[config.mk]
export PLATFORM = sky130hd
export DESIGN_NAME = aes_core_scheduler
export DESIGN_NICKNAME = d
export VERILOG_FILES = /design/src/rtl/aes_sched_pkg.sv /design/src/rtl/aes_core_scheduler_rr_arbiter.sv /design/src/rtl/aes_core_scheduler.sv
export SDC_FILE = /design/constraint.sdc
export NUM_CORES = 1
export LEC_CHECK = 0
export CAP_MARGIN = 20
export CORE_AREA = 3 3 408 410
export DETAILED_ROUTE_END_ITERATION = 7
export DIE_AREA = 0 0 411 413
export GPL_TIMING_DRIVEN = 1
export PLACE_DENSITY = 0.36
export SYNTH_ARGS = -nofsm -noshare
export SYNTH_HDL_FRONTEND = slang
export SYNTH_SLANG_ARGS = --single-unit
[constraint.sdc]
create_clock -name clk -period 3.7 [get_ports clk]
set_clock_uncertainty 0.2 [all_clocks]
set_input_delay 1.11 -clock clk [delete_from_list [all_inputs] [get_ports clk]]
set_output_delay 1.11 -clock clk [all_outputs]
set_load 0.03 [all_outputs]
[src/rtl/aes_sched_pkg.sv]
// -----------------------------------------------------------------------------
// aes_sched_pkg
// Shared definitions for the AES core scheduler:
//   - sched_state_e : scheduler FSM states
//   - AES_W         : AES block / key width in bits
//   - slice_lo()    : low bit index of requester k inside a packed N*AES_W bus
// -----------------------------------------------------------------------------
package aes_sched_pkg;

    localparam int AES_W = 128;

    typedef enum logic [2:0] {
        IDLE = 3'd0,
        LOAD = 3'd1,
        ARM  = 3'd2,
        RUN  = 3'd3,
        RESP = 3'd4
    } sched_state_e;

    // Requester k occupies bits [AES_W*k + AES_W-1 : AES_W*k] of a packed bus.
    function automatic int slice_lo(input int k);
        return k * AES_W;
    endfunction

endpackage

[src/rtl/aes_core_scheduler_rr_arbiter.sv]
// -----------------------------------------------------------------------------
// rr_arbiter
// Purely combinational round-robin arbiter. Searches req_i starting at
// pointer_i and wrapping around; the first set bit wins.
//
// Ports:
//   req_i     in  N      request vector
//   pointer_i in  IDX_W  index to start the search from (0..N-1)
//   enable_i  in  1      when low no grant is produced
//   gnt_o     out N      one-hot grant, or zero when nothing wins
//   index_o   out IDX_W  index of the granted bit (0 when gnt_o is zero)
// -----------------------------------------------------------------------------
module rr_arbiter #(
    parameter int N     = 2,
    parameter int IDX_W = (N > 1) ? $clog2(N) : 1
) (
    input  logic [N-1:0]     req_i,
    input  logic [IDX_W-1:0] pointer_i,
    input  logic             enable_i,
    output logic [N-1:0]     gnt_o,
    output logic [IDX_W-1:0] index_o
);

    logic found;

    // NOTE: every output gets a default before the search so no latch is inferred.
    always_comb begin
        gnt_o   = '0;
        index_o = '0;
        found   = 1'b0;
        if (enable_i) begin
            for (int i = 0; i < N; i++) begin
                if (!found && req_i[(int'(pointer_i) + i) % N]) begin
                    found                              = 1'b1;
                    gnt_o[(int'(pointer_i) + i) % N]   = 1'b1;
                    index_o                            = IDX_W'((int'(pointer_i) + i) % N);
                end
            end
        end
    end

endmodule

[src/rtl/aes_core_scheduler.sv]
// -----------------------------------------------------------------------------
// aes_core_scheduler
// Shares one AES core between N_REQ requesters. Jobs (key + plaintext) are
// accepted round-robin, the core is started with a one-cycle load pulse, its
// busy flag is tracked to completion and the captured ciphertext is returned
// to the owning requester over a valid/ready response channel. If the core
// never raises busy within ARM_TIMEOUT cycles of the load, the response is
// returned with rsp_err_o set and zero data.
//
// Optional build macro:
//   AES_SCHED_TRIGGER_EN - adds registered output trigger_o, high while the
//                          core is armed or running (scope trigger).
//
// Ports:
//   clk          in   1          system clock
//   reset_i      in   1          synchronous active-high reset
//   req_valid_i  in   N_REQ      per-requester job valid
//   req_ready_o  out  N_REQ      per-requester job accept (one-hot or zero)
//   req_key_i    in   N_REQ*128  packed keys, requester k at [128k+127:128k]
//   req_data_i   in   N_REQ*128  packed plaintexts, same packing
//   rsp_valid_o  out  N_REQ      result valid to owner (one-hot or zero)
//   rsp_ready_i  in   N_REQ      requester accepts result
//   rsp_data_o   out  128        captured ciphertext
//   rsp_err_o    out  1          core never went busy
//   core_load_o  out  1          core load strobe
//   core_key_o   out  128        core key
//   core_data_o  out  128        core plaintext
//   core_data_i  in   128        core result
//   core_busy_i  in   1          core busy
//   trigger_o    out  1          (AES_SCHED_TRIGGER_EN only) scope trigger
//   grant_id_o   out  ID_W       current owner, valid when not IDLE
// -----------------------------------------------------------------------------
module aes_core_scheduler
    import aes_sched_pkg::*;
#(
    parameter int N_REQ       = 2,
    parameter int ARM_TIMEOUT = 4,   // must be >= 2
    parameter int ID_W        = (N_REQ > 1) ? $clog2(N_REQ) : 1
) (
    input  logic                     clk,
    input  logic                     reset_i,
    input  logic [N_REQ-1:0]         req_valid_i,
    output logic [N_REQ-1:0]         req_ready_o,
    input  logic [N_REQ*AES_W-1:0]   req_key_i,
    input  logic [N_REQ*AES_W-1:0]   req_data_i,
    output logic [N_REQ-1:0]         rsp_valid_o,
    input  logic [N_REQ-1:0]         rsp_ready_i,
    output logic [AES_W-1:0]         rsp_data_o,
    output logic                     rsp_err_o,
    output logic                     core_load_o,
    output logic [AES_W-1:0]         core_key_o,
    output logic [AES_W-1:0]         core_data_o,
    input  logic [AES_W-1:0]         core_data_i,
    input  logic                     core_busy_i,
`ifdef AES_SCHED_TRIGGER_EN
    output logic                     trigger_o,
`endif
    output logic [ID_W-1:0]          grant_id_o
);

    localparam int CNT_W = $clog2(ARM_TIMEOUT) + 1;

    sched_state_e     state_q, state_d;
    logic [ID_W-1:0]  ptr_q, ptr_d;
    logic [ID_W-1:0]  grant_q, grant_d;
    logic [AES_W-1:0] key_q, key_d;
    logic [AES_W-1:0] pt_q, pt_d;
    logic [AES_W-1:0] rsp_data_q, rsp_data_d;
    logic             rsp_err_q, rsp_err_d;
    logic [CNT_W-1:0] cnt_q, cnt_d;
    logic [CNT_W-1:0] cnt_inc;

    logic [N_REQ-1:0] arb_gnt;
    logic [ID_W-1:0]  arb_idx;

    rr_arbiter #(
        .N     (N_REQ),
        .IDX_W (ID_W)
    ) u_arb (
        .req_i     (req_valid_i),
        .pointer_i (ptr_q),
        .enable_i  (state_q == IDLE),
        .gnt_o     (arb_gnt),
        .index_o   (arb_idx)
    );

    assign cnt_inc = cnt_q + 1'b1;

    always_comb begin
        state_d     = state_q;
        ptr_d       = ptr_q;
        grant_d     = grant_q;
        key_d       = key_q;
        pt_d        = pt_q;
        rsp_data_d  = rsp_data_q;
        rsp_err_d   = rsp_err_q;
        cnt_d       = cnt_q;
        req_ready_o = '0;
        rsp_valid_o = '0;
        core_load_o = 1'b0;

        unique case (state_q)
            IDLE: begin
                if (arb_gnt != '0) begin
                    req_ready_o = arb_gnt;
                    grant_d     = arb_idx;
                    key_d       = req_key_i[slice_lo(int'(arb_idx)) +: AES_W];
                    pt_d        = req_data_i[slice_lo(int'(arb_idx)) +: AES_W];
                    ptr_d       = (arb_idx == ID_W'(N_REQ - 1)) ? '0 : arb_idx + 1'b1;
                    state_d     = LOAD;
                end
            end
            LOAD: begin
                core_load_o = 1'b1;
                cnt_d       = '0;
                state_d     = ARM;
            end
            ARM: begin
                // Testing the incremented count puts the error response
                // exactly ARM_TIMEOUT cycles after the load pulse.
                if (core_busy_i) begin
                    state_d = RUN;
                end else if (cnt_inc == CNT_W'(ARM_TIMEOUT - 1)) begin
                    rsp_err_d  = 1'b1;
                    rsp_data_d = '0;
                    state_d    = RESP;
                end else begin
                    cnt_d = cnt_inc;
                end
            end
            RUN: begin
                if (!core_busy_i) begin
                    rsp_data_d = core_data_i;
                    rsp_err_d  = 1'b0;
                    state_d    = RESP;
                end
            end
            RESP: begin
                rsp_valid_o[grant_q] = 1'b1;
                // Only the owner's ready bit matters; returning to IDLE
                // defers the next grant by one cycle.
                if (rsp_ready_i[grant_q]) begin
                    state_d = IDLE;
                end
            end
            default: state_d = IDLE;
        endcase
    end

    // NOTE: sequential state uses non-blocking assignments so all flops update together.
    always_ff @(posedge clk) begin
        if (reset_i) begin
            // NOTE: datapath registers are reset as well because they drive outputs that must read 0 after reset.
            state_q    <= IDLE;
            ptr_q      <= '0;
            grant_q    <= '0;
            key_q      <= '0;
            pt_q       <= '0;
            rsp_data_q <= '0;
            rsp_err_q  <= 1'b0;
            cnt_q      <= '0;
        end else begin
            state_q    <= state_d;
            ptr_q      <= ptr_d;
            grant_q    <= grant_d;
            key_q      <= key_d;
            pt_q       <= pt_d;
            rsp_data_q <= rsp_data_d;
            rsp_err_q  <= rsp_err_d;
            cnt_q      <= cnt_d;
        end
    end

    assign core_key_o  = key_q;
    assign core_data_o = pt_q;
    assign rsp_data_o  = rsp_data_q;
    assign rsp_err_o   = rsp_err_q;
    assign grant_id_o  = grant_q;

`ifdef AES_SCHED_TRIGGER_EN
    // High for every cycle spent in ARM or RUN, i.e. from the cycle after
    // the load pulse until the core result is captured.
    logic trigger_q;

    always_ff @(posedge clk) begin
        if (reset_i) begin
            trigger_q <= 1'b0;
        end else begin
            trigger_q <= (state_d == ARM) || (state_d == RUN);
        end
    end

    assign trigger_o = trigger_q;
`endif

endmodule

### Word level (Yosys, flattened, before mapping)

Cells that the tools add are included.

| cells by class | value |
|---|---|
| shift operators | 2 |
| add/sub/neg operators | 3 |
| equal/unequal tests | 12 |
| multiplexer cells | 44 |
| reduce and logical (&&, ||, !) cells | 13 |
| bitwise operators | 2 |
| magnitude comparators | 6 |

Operator list:

| operator | number |
|---|---|
| $shiftx A256 B9 Y128 | 2 |
| $mux W128 | 3 |
| $pmux W128 S2 | 1 |
| $mux W3 | 7 |
| $mux W1 | 20 |
| $pmux W3 S5 | 1 |
| $mux W2 | 7 |
| $ne A2 B2 Y1 const B | 6 |
| $eq A3 B2 Y1 const B | 3 |
| $reduce_and A4 Y1 | 2 |
| $pmux W3 S2 | 1 |
| $reduce_bool A2 Y1 | 3 |
| $logic_and A1 B1 Y1 | 4 |
| $lt A1 B2 Y1 const B | 2 |
| $add A3 B1 Y3 const B | 1 |
| $demux W1 S1 | 3 |
| $eq A3 B1 Y1 const B | 1 |
| $eq A3 B3 Y1 const B | 1 |
| $logic_not A3 Y1 | 1 |
| $lt A2 B3 Y1 const B | 1 |
| $ne A3 B3 Y1 const B | 1 |
| $reduce_and A3 Y1 | 1 |
| $add A1 B1 Y1 const B | 2 |
| $ge A1 B1 Y1 const B | 2 |
| 6 further kinds | 6 |

| word-level totals | value |
|---|---|
| output and inout port bits | 391 |
| flip-flop bits (word level) | 393 |
| input port bits | 647 |
| logic and storage cells | 90 |

### Logic depth before layout (Yosys ltp)

| depth | value |
|---|---|
| depth after elaboration | 12 |
| depth in mapped cells | 7 |
| gate-level depth less buffers | 5 |

### By module

From an unflattened synthesis, not the netlist that was laid out.

| second synthesis, totals | value |
|---|---|
| cell total of the unflattened synthesis | 1522 |
| area total of the unflattened synthesis | 17065.1 um^2 |

By module, submodules not included:

| module | cells each | instances | area an instance (um^2) | seq. area each (um^2) |
|---|---|---|---|---|
| aes_core_scheduler | 1516 | 1 | 17038.8 | 7867.5 |
| rr_arbiter | 6 | 1 | 26.3 | 0.0 |

### Least setup slack after synthesis

OpenSTA, ideal clock, no wires.

| timing path | value |
|---|---|
| path type | input port to output port |
| start point | input req_valid_i[0] |
| end point | output req_ready_o[1] |
| stages | 5 |
| path buffers | 2 |
| required time | 2.390 ns |
| data arrival time | 2.049 ns |
| setup slack | 0.341 ns |
| cells stage by stage | nor2b_1 -> clkbuf_1 -> or3_1 -> buf_2 -> inv_1 |

| between the ends | value |
|---|---|
| longest elaborated chain between the ends | 11 |
| elaborated cells between the ends (all ways) | 17 |
| classes of those cells | 13 x mux; 1 x bitwise; 3 x reduce/logical |

Ends and longest elaborated chain:

| element | line | source |
|---|---|---|
| from (decl) | aes_core_scheduler.sv:42 | `input logic [N_REQ-1:0] req_valid_i,` |
| $mux W1 (implied by the code) (2 in series) | aes_core_scheduler_rr_arbiter.sv:33 | `if (!found && req_i[(int'(pointer_i) + i) % N]) begin` |
| $mux W1 | aes_core_scheduler_rr_arbiter.sv:33 |  |
| $mux W1 | aes_core_scheduler_rr_arbiter.sv:31 | `if (enable_i) begin` |
| $logic_not A1 Y1 | aes_core_scheduler_rr_arbiter.sv:33 |  |
| $logic_and A1 B1 Y1 | aes_core_scheduler_rr_arbiter.sv:33 |  |
| $mux W2 (*) | aes_core_scheduler_rr_arbiter.sv:33 |  |
| $mux W2 (*) | aes_core_scheduler_rr_arbiter.sv:31 |  |
| $reduce_bool A2 Y1 | aes_core_scheduler.sv:104 | `if (arb_gnt != '0) begin` |
| $mux W2 (*) | aes_core_scheduler.sv:104 |  |
| $mux W2 (*) | aes_core_scheduler.sv:102 | `unique case (state_q)` |
| to (decl) | aes_core_scheduler.sv:43 | `output logic [N_REQ-1:0] req_ready_o,` |

Every way passes the cells marked *; elsewhere a longest branch is shown, timed or not. The select of a mux whose other input is x is not followed.

### Worst setup path after layout

| timing path | value |
|---|---|
| start point | input req_valid_i[1] |
| end point | output req_ready_o[1] |

The elaborated chain is that of the path after synthesis.

==> summary.md <==
| Metric | Value |
|---|---|
| CP arrival | around 2.4 ns |
| CTS Hold Bufs | 0 |
| Synthesized net count | between 2k and 2.5k |
| Gate power share | 0.318 |
| GR Layer Usage met1 | 0.144 |
| TritonCTS Buffers | between 50 and 60 |
| Largest net degree at the start of global routing | around 120 |
| Clk root buf | clkbuf_16 |
| Element type at the critical path end | output pin |
| GRT Resource Usage Total | 0.125 |
| Initial antenna violation count | 25 |
| Drt pass-1 iters | 4 |
| Reg power frac | 0.329 |
| Peak VDD IR | roughly 0.38 mV |
| Post-Syn Area | about 17000 um^2 |
| R2R depth | 7 |
| Worst-margin pin slew | approximately 0.84 ns |
| Critical path class | in2out |
| M3 GR Usage | 0.0426 |
| Die area | approximately 170000 um^2 |
| Final wirelength | 115000 um |
| DP HPWL | about 85000 um |
| Fraction of layout cells with a size suffix above 1 | 0.0816 |
| Die extent in y | roughly 410 um |
| Setup tns final | 0 ns |
| Dominant cells by area after synthesis | dfxtp_1, a221o_1, and4_1 |
| Switching Share | 0.350 |
| Worst Hold Path EP | rsp_err_o$_SDFFE_PP0P_ |
| Most frequent cells in the layout | clkdlybuf4s50_1, dfxtp_1, a221o_1 |
| Cells after Synth | 1633 |
| Worst slew margin | 0.440 |
| WHS Path Cells | 1 |
| Max-slew violations | 0 |
| Worst Path Max Fanout | 2 |
| Chip Width | about 410 um |
| Clock Path Buffers | 3 |
| Routed vias/inst | 3.94 |
| Busiest grt layer | met2 |
| Post-synth top area cell | dfxtp_1 |
| Sw Pwr | between 5 and 6 mW |
| Unrepaired setup endpoints after global routing | no |
| Post-synth EDFFs | 0 |
| Min Tclk post-route | ~3.7 ns |
| Ys flop type | dfxtp_1 |
| Core area | 163000 um^2 |
| Fraction of the yosys area taken by sequential cells | 0.471 |
| Critical Path RT | ~2.4 ns |
| Number of remaining DRC errors | 0 |
| Vias in the first global route | 19.3k |
| PwrDens | between 400 and 500 nW/um^2 |
| Count of clock tree sinks | 393 |
| Hold Vio Cnt, Final | 0 |
| M2 GR Usage | 0.209 |
| Yosys warnings | 0 |
| Clk pwr share | 0.353 |
| Post-DRT Antenna Nets | 0 |
| Leakage power | about 11 nW |
| Outcome | finished, final reports clean |
| # setup viols final | 0 |
| Initial Util | 0.103 |
| Synth Area per Inst | roughly 10 um^2 |
| I/O Buffers | 1037 |
| Drt initial violations | around 1.2k |
| Seq cells post-synth | just under 400 |
| Fmax | about 270 MHz |
| Fillers | between 15k and 20k |
| Layout Nets | about 3.2k |
| Grt ovf | 0 |
| Vias post-DR | around 19k |
| Max-cap viol count | 0 |
| CTS tree | yes |
| Reg2Reg Capture Point | core_data_o[37]$_SDFFE_PP0P_ |
| GP Congestion | approximately 0.8 |
| Reg2reg start | state_q[2]$_SDFFE_PP0P_ |
| Worst Hold Launch | rsp_err_o$_SDFFE_PP0P_ |
| Register-to-Register Setup Slack | between 1 and 1.5 ns |
| Post-synth cell types | 40 |
| Cell internal pwr | approximately 10 mW |
| Synthesis-to-finish area growth | 91.6% |
| Fin util | 0.197 |
| Yosys top cell area share | 0.471 |
| Most common cell after layout, fill and taps aside | clkdlybuf4s50_1 |
| # IOs | about 1.0k |
| CP startpoint kind | primary input |
| Clk slew on worst S/H paths | around 0.050 ns |
| First-pass GRT wire length | between 150000 and 200000 um |
| Final Cycle Share | 0.989 |
| Max H-tree Level | 2 |
| Worst-skew pair later-pin latency | around 0.63 ns |
| Num rows | approximately 150 |
| Worst hold path type | reg2reg |
| Drt wl/cell | between 20 and 25 um |
| Async set or reset register ratio after synthesis | 0 |
[layer usage]
metal	part of all wire	wire [um]	vias up
li1	-	-	8744
met1	0.40	45400	9376
met2	0.49	55800	743
met3	0.077	8820	145
met4	0.040	4540	10
met5	0.00058	66	-
[layout make-up]
class	instances	area, um^2	area share
timing repair buffer	1135	11500	0.360
sequential	393	7870	0.246
tap	2175	2720	0.0850
inverter	9	43.8	0.00137
multi-input combinational	993	7950	0.248
antenna	21	52.6	0.00164
clock buffer	84	1710	0.0534
clock inverter	21	154	0.00481
[power groups by stage]
stage	combinational (mW)	clock [mW]	sequential (mW)
after floorplan	1.28	0	6.22
after global placement	5.08	0	5.27
after detailed placement	5.07	0	5.26
after CTS	5.09	5.84	5.19
after global routing	5.28	5.97	5.25
final	5.02	5.57	5.18
[what timing repair did]
item                                    in CTS  in global routing
endpoints found under the setup margin       1                  1
setup buffers                                0                  0
gates resized for setup                      1                  2
gates cloned                                 0                  0
hold endpoints to repair                     0                  0
[flip-flops by register name, summed over array words and instances (netlist names)]
register	flops
core_key_o	128
grant_id_o	1
ptr_q	1
core_data_o	128
cnt_q	3
rsp_err_o	1
rsp_data_o	128
state_q	3
[cell families (layout without fill, tap and decap cells)]
kind of cell | after synthesis | in the layout | synth area share
flip-flops | 393 | 393 | 0.471
AO/OA/AOI/OAI | 700 | 700 | 0.327
multiplexers | 3 | 3 | 0.00187
adder cells (fa/ha/maj) | 2 | 2 | 0.00150
AND/OR/NAND/NOR | 287 | 287 | 0.141
XOR/XNOR | 1 | 1 | 0.000524
other | 0 | 21 | 0
buffers and inverters | 247 | 1249 | 0.0574
[worst max path at each step]
stage | endpoint | slack, ns | startpoint | cells after the start
floorplan | req_ready_o[1] | 0.34 | req_valid_i[0] | 5
global placement | req_ready_o[1] | -0.03 | req_valid_i[1] | 5
detailed placement | req_ready_o[1] | 0.02 | req_valid_i[1] | 5
CTS | req_ready_o[1] | 0.02 | req_valid_i[1] | 5
global route | req_ready_o[1] | 0.005 | req_valid_i[1] | 5
finish | req_ready_o[1] | 0.04 | req_valid_i[1] | 5
[synthesized netlist by cell type (2+ instances only)]
cell type,count
or3_1,3
o41ai_1,23
ha_1,2
buf_1,6
a21boi_0,2
buf_2,25
nor2_1,8
a22oi_1,128
nor2b_1,2
or3b_2,2
and4_1,233
mux2i_1,2
nor4bb_1,2
a221o_1,234
a21oi_1,130
clkbuf_1,207
nor3_1,5
o21ai_0,24
o211ai_1,129
dfxtp_1,393
a31oi_1,23
nand3_1,25
inv_1,8
[critical path, stage by stage]
cell and delay [ns]:
clkdlybuf4s50_1 0.51, clkinv_1 0.10, or3_1 0.41, inv_2 0.09, buf_6 0.13
[per-stage QoR]
step           hold slack [ns]  instances  cell area [um^2]  total power, mW  setup slack [ns]
2_1_floorplan            0.267       1633             16700             7.49             0.341
3_5_place_dp             0.267       4705             30100             10.3            0.0239
6_report                 0.277       4831             32000             15.8            0.0416
5_1_grt                  0.294       4820             32000             16.5           0.00527
3_3_place_gp             0.262       4705             30100             10.3           -0.0252
4_1_cts                  0.286       4810             32000             16.1            0.0157
(Power assumes the default switching activity.)
